$ cat src/rtl/gol_grid_engine.sv
// Purpose: parametrised Game of Life grid with control FSM, cursor programming and still/extinct detection.
// Latency: button events act 2 edges after the press is sampled; a new generation shows on out_grid the cycle after it fires.
// Backpressure: none; buttons are edge events and a held button yields a single event.
module gol_grid_engine #(
  parameter int ROWS          = 7,
  parameter int COLS          = 7,
  parameter int WRAP          = 0,
  parameter int PERIOD        = 4,
  parameter int GEN_W         = 16,
  parameter int HALT_ON_STILL = 1
) (
  input  logic                           in_clka,
  input  logic                           in_rst_n,
  input  logic                           in_stop,
  input  logic                           in_prgm,
  input  logic                           in_pp,
  input  logic                           in_btn0,
  input  logic                           in_btn1,
  output logic [1:0]                     out_game_state,
  output logic [ROWS*COLS-1:0]           out_grid,
  output logic [$clog2(ROWS*COLS)-1:0]   out_cursor,
  output logic [GEN_W-1:0]               out_gen_count,
  output logic                           out_still,
  output logic                           out_extinct
);

  localparam int N  = ROWS * COLS;
  localparam int CW = $clog2(N);
  localparam int TW = (PERIOD > 1) ? $clog2(PERIOD) : 1;

  typedef enum logic [1:0] {
    IDLE    = 2'd0,
    PROGRAM = 2'd1,
    RUN     = 2'd2,
    PAUSE   = 2'd3
  } state_t;

  state_t          state;
  logic [N-1:0]    grid;
  logic [N-1:0]    next_grid;
  logic [CW-1:0]   cursor;
  logic [GEN_W-1:0] gen_count;
  logic            still;
  logic [TW-1:0]   tick;

  // Bit order {btn1, btn0, pp, prgm}
  logic [3:0] btn_s;
  logic [3:0] btn_p;
  logic [3:0] ev;
  logic       ev_prgm, ev_pp, ev_btn0, ev_btn1;

  always_ff @(posedge in_clka) begin
    if (!in_rst_n) begin
      btn_s <= '0;
      btn_p <= '0;
    end else begin
      btn_s <= {in_btn1, in_btn0, in_pp, in_prgm};
      btn_p <= btn_s;
    end
  end

  assign ev      = btn_s & ~btn_p;
  assign ev_prgm = ev[0];
  assign ev_pp   = ev[1];
  assign ev_btn0 = ev[2];
  assign ev_btn1 = ev[3];

  // Neighbour taps are resolved at elaboration; off-grid taps in dead-border mode tie to 0.
  for (genvar r = 0; r < ROWS; r++) begin : g_row
    for (genvar c = 0; c < COLS; c++) begin : g_col
      logic [7:0] nb;
      logic [3:0] ncnt;
      for (genvar k = 0; k < 8; k++) begin : g_nb
        localparam int DR  = (k < 3) ? -1 : ((k < 5) ? 0 : 1);
        localparam int DC  = (k < 3) ? (k - 1) : ((k == 3) ? -1 : ((k == 4) ? 1 : (k - 6)));
        localparam int RR  = r + DR;
        localparam int CC  = c + DC;
        localparam int RWR = (RR + ROWS) % ROWS;
        localparam int CWR = (CC + COLS) % COLS;
        localparam bit INB = (RR >= 0) && (RR < ROWS) && (CC >= 0) && (CC < COLS);
        localparam bit VAL = (WRAP != 0) || INB;
        localparam int SRC = (WRAP != 0) ? (RWR * COLS + CWR) : (INB ? (RR * COLS + CC) : 0);
        if (VAL) begin : g_tap
          assign nb[k] = grid[SRC];
        end else begin : g_dead
          assign nb[k] = 1'b0;
        end
      end
      assign ncnt = 4'($countones(nb));
      assign next_grid[r*COLS+c] = (ncnt == 4'd3) | (grid[r*COLS+c] & (ncnt == 4'd2));
    end
  end

  logic          tick_hit;
  logic          unchanged;
  logic          do_gen;
  logic [N-1:0]  cell_mask;
  logic [CW-1:0] cursor_inc;

  assign tick_hit   = (tick == TW'(PERIOD - 1));
  assign unchanged  = (next_grid == grid);
  assign cell_mask  = {{(N-1){1'b0}}, 1'b1} << cursor;
  assign cursor_inc = (cursor == CW'(N - 1)) ? '0 : cursor + 1'b1;

  // A generation fires only when no higher-priority event moves the state this cycle.
  always_comb begin
    do_gen = 1'b0;
    if (!ev_prgm && !ev_pp) begin
      if (state == RUN)   do_gen = tick_hit;
      if (state == PAUSE) do_gen = ev_btn1;
    end
  end

  always_ff @(posedge in_clka) begin
    if (!in_rst_n) begin
      state     <= IDLE;
      grid      <= '0;
      cursor    <= '0;
      gen_count <= '0;
      still     <= 1'b0;
      tick      <= '0;
    end else if (in_stop) begin
      state     <= IDLE;
      grid      <= '0;
      cursor    <= '0;
      gen_count <= '0;
      still     <= 1'b0;
      tick      <= '0;
    end else begin
      case (state)
        IDLE: begin
          if (ev_prgm) begin
            state <= PROGRAM;
            still <= 1'b0;
          end
        end
        PROGRAM: begin
          if (ev_pp) begin
            state <= RUN;
            tick  <= '0;
          end else begin
            if (ev_btn0) grid   <= grid ^ cell_mask;
            if (ev_btn1) cursor <= cursor_inc;
          end
        end
        RUN: begin
          if (ev_prgm) begin
            state <= PROGRAM;
            still <= 1'b0;
          end else if (ev_pp) begin
            state <= PAUSE;
          end else begin
            tick <= tick_hit ? '0 : tick + 1'b1;
            if (tick_hit && (HALT_ON_STILL != 0) && unchanged) state <= PAUSE;
          end
        end
        PAUSE: begin
          if (ev_prgm) begin
            state <= PROGRAM;
            still <= 1'b0;
          end else if (ev_pp) begin
            state <= RUN;
            tick  <= '0;
          end
        end
        default: state <= IDLE;
      endcase

      if (do_gen) begin
        grid  <= next_grid;
        still <= unchanged;
        if (gen_count != {GEN_W{1'b1}}) gen_count <= gen_count + 1'b1;
      end
    end
  end

  assign out_game_state = state;
  assign out_grid       = grid;
  assign out_cursor     = cursor;
  assign out_gen_count  = gen_count;
  assign out_still      = still;
  assign out_extinct    = ~|grid;

endmodule

$ cat config.mk
export PLATFORM = sky130hd
export DESIGN_NAME = gol_grid_engine
export DESIGN_NICKNAME = d
export VERILOG_FILES = /design/src/rtl/gol_grid_engine.sv
export SDC_FILE = /design/constraint.sdc
export NUM_CORES = 1
export LEC_CHECK = 0
export ABC_CLOCK_PERIOD_IN_PS = 5000
export BUFFER_PORTS_ARGS = -buffer_cell sky130_fd_sc_hd__buf_2
export CORE_MARGIN = 1.5
export CORE_UTILIZATION = 35
export CTS_BUF_LIST = sky130_fd_sc_hd__clkbuf_8 sky130_fd_sc_hd__clkbuf_16
export DETAILED_ROUTE_END_ITERATION = 10
export HOLD_SLACK_MARGIN = 0.05
export PLACE_DENSITY = 0.55
export SLEW_MARGIN = 15
export SYNTH_ARGS = -nofsm -noshare
export SYNTH_HDL_FRONTEND = slang
export SYNTH_SLANG_ARGS = --single-unit
$ cat constraint.sdc
create_clock -name in_clka -period 5 [get_ports in_clka]
set_input_delay 0 -clock in_clka [delete_from_list [all_inputs] [get_ports in_clka]]
set_output_delay 0 -clock in_clka [all_outputs]
set_load 0.005 [all_outputs]
==> metrics <==
vias in the first global route=9190; Worst Path Required=~5300 ps; sequential share of the synthesized area=15.1%; Placed Instances=roughly 1600; clk slew on worst S/H paths=~80 ps; Starting DRT DRC Count=approximately 720; Initial Util=between 30% and 40%; RSZ-0062 raised after global routing=no; pin count of the biggest net entering global routing=43; DR vias=~9200; outcome=complete, no violations; Logic pwr share=about 3.0%; CTS buffer count=9; clk_lat worst skew=between 300 and 400 ps; WS Path Type=register to register; CP peak stage delay=a little under 600 ps; Pwr per Cell Area=approximately 110 nW/um2; CP Data Arrival Time=slightly above 5000 ps; final hold slack=about 140 ps; GP Congestion=approximately 0.93; number of vias per cell=between 5 and 6; Max-cap violations=0; M2 GR Usage=37.2%; M3 GR Usage=under 10%; crit path buf inv count=0; number of port buffers=slightly above 80; first-pass GRT wire length=around 56 mm; final period utilization=between 90% and 100%; Yosys reg bits=84; fmax=a little over 200 MHz; Finished Cell Area=between 10000 and 15000 um2; DR WL/cell=about 22 um; share of layout cells above drive strength 1=around 11%; synthesis-to-finish area growth=11.9%; H-tree levels=3; minimum clock period=roughly 4800 ps; relative slew slack=approximately 23%; nets@finish=1597; synthesized area per cell=9.49 um2; final WL=36.9 mm; CP max-delay cell=dfxtp_1; final setup vio count=0; Int Pwr=~1.0 mW; CTS sink cnt=between 80 and 90; grt total ovfl=0; Syn Inst Count=around 1200; Reg power frac=roughly 48%; mapped cell area=~11000 um2; Switch Pwr=about 0.37 mW; Synth async-reset ratio=0%; initial antenna violation count=2; hpwl dp=30.1 mm; Setup crit end kind=register; fin. max-slew vios=0; die area=about 33000 um2; met1 GRT Util=between 30% and 40%; Area after DPL=~12000 um2; worst setup margin=roughly 180 ps; Net Sw Frac=approximately a quarter; final hold viol count=0; Finished Layout Cells=1672; drc violations=0; Global Route Usage Sum=22.9%; Detail Route Antenna Nets=0; clock share of power=approximately half; Layout Skew=roughly 17 ps; setup bufs post-CTS=0; Syn. warnings=0; num ports=82; Worst Tran Pin Value=1160 ps; TNS Setup=0 ps; nature of the critical path startpoint=register; worst-path fanout max=8; CP top delay family=adder cells; filler cell count=3148; Clock Root Buffer=clkbuf_16; most used routing layer in global routing=met2; row count=65; Peak supply drop=0.156 mV; Pre-antenna DRT Iters=5; TritonCTS clock tree=built; Hold Path Class=input pin to register; static leakage=6.22 nW; CTS Buffer Depth=2; EDFF count, synth=0; Place WS=roughly 270 ps; die height=about 180 um; Core Area=31500 um2; syn nets=1508; critical-path cell list=ha_1 > ha_1 > fa_1 > fa_1 > ha_1 > fa_1 > nor3b_1 > mux2i_1 > o211ai_1 > nor4b_1 > and4_1 > nand4_1 > a21oi_1; synth unique cells=66; Die Width=182 um; predominant post-synthesis flop cell=dfxtp_1
-- state kept, by name, summed over array words and instances, names as in the netlist --
register        flops
tick                2
out_cursor          6
out_game_state      2
btn_s               4
out_gen_count      16
out_still           1
out_grid           49
btn_p               4
-- metal layers --
layer / wire length (um) / up-vias
met5: 10 / -
met4: 1120 / 2
met3: 2570 / 50
met2: 17000 / 337
met1: 16200 / 4520
li1: - / 4340
-- final timing paths --
kind                       end  cells past startpoint         start  slack (ps)
max          out_game_state[0]                     13  out_grid[23]         180
min                out_grid[7]                      4       in_stop         140
max reg2reg  out_game_state[0]                     13  out_grid[23]         180
min reg2reg            tick[1]                      2       tick[1]         470
-- power by group through the flow --
stage / registers (mW) / logic, mW / clock network [mW]
after floorplan: 0.689 / 0.0219 / 0
after global placement: 0.690 / 0.0363 / 0
after detailed placement: 0.690 / 0.0366 / 0
after CTS: 0.675 / 0.0420 / 0.712
after global routing: 0.675 / 0.0457 / 0.733
final: 0.675 / 0.0418 / 0.698
-- metrics by stage --
| stage | utilization (%) | total power, mW |
|---|---|---|
| floorplan | - | 0.711 |
| CTS | 39.6 | 1.43 |
| detailed placement | 38.5 | 0.727 |
| finish | 39.7 | 1.41 |
| global route | 39.7 | 1.45 |
| global placement | 38.5 | 0.727 |
-- cells in the mapped netlist, drive strengths merged, types with 14 or more instances --
cell | instances | share of area [%]
o21ai | 76 | 3.4
nor2b | 20 | 1.2
inv | 136 | 4.6
xnor2 | 14 | 1.1
ha | 191 | 21
fa | 135 | 24
a21oi | 39 | 1.8
nand4 | 17 | 1.1
nor2 | 86 | 2.9
a211oi | 55 | 3.7
nand2b | 17 | 0.95
dfxtp | 84 | 15
nor3b | 26 | 1.8
nand3 | 30 | 1.3
mux2i | 17 | 1.5
nor4 | 15 | 0.95
clkbuf | 25 | 0.84
nand2 | 39 | 1.3
and2 | 20 | 1.1
-- cell type report --
cell class              instances  area, um2  area share (%)
diodes                          1       2.50          0.0200
clock inverters                 6       46.3           0.371
inverters                     136        510            4.09
well taps                     402        503            4.03
flip-flops and latches         84       1680            13.5
multi-input cells             924       8860            71.0
clock buffers                  10        239            1.91
repair buffers                109        638            5.11
-- layout by cell type, fill, tap and decap left out, types with 8 or more instances in the layout --
cell,n
or3_1,10
nand3_1,30
ha_1,191
nand2_1,39
a21oi_1,38
clkbuf_16,9
a211oi_1,55
o21ai_0,76
nor2_1,85
fa_1,135
buf_2,81
o211ai_1,9
nor2b_1,18
nand2b_1,17
and2_1,19
nor4_1,13
dlygate4sd3_1,9
buf_4,19
a221oi_1,8
mux2i_1,16
inv_1,136
nand4_1,16
and3_1,13
dfxtp_1,84
nor3b_1,25
a311oi_1,12
xnor2_1,14
nor3_1,8
-- cells by family (layout without fill, tap and decap cells) --
family | after synthesis | in the layout | synth area share [%]
AOI/OAI and AO/OA | 227 | 227 | 13.3
and+or+nand+nor | 328 | 328 | 16.6
buffers and inverters | 167 | 261 | 5.68
muxes | 22 | 22 | 2.03
adders and majority gates | 326 | 326 | 45.7
other | 0 | 1 | 0
DFF | 84 | 84 | 15.1
xor gates and xnor gates | 21 | 21 | 1.65
-- what timing repair did --
action | 4_1_cts | 5_1_grt
gates resized for setup | 0 | 1
endpoints found under the setup margin | 0 | 1
hold buffers | 9 | 0
endpoints found under the hold margin | 8 | 0
-- worst reg2reg max path, delay by kind of cell, from the launching register on --
kind | cells | cell delay [ps]
multiplexers | 1 | 330
adder cells (fa/ha/maj) | 6 | 2140
AO/OA/AOI/OAI | 2 | 400
flip-flops | 1 | 580
AND/OR/NAND/NOR | 4 | 1320
No activity file was read; power rests on OpenSTA's default activity.
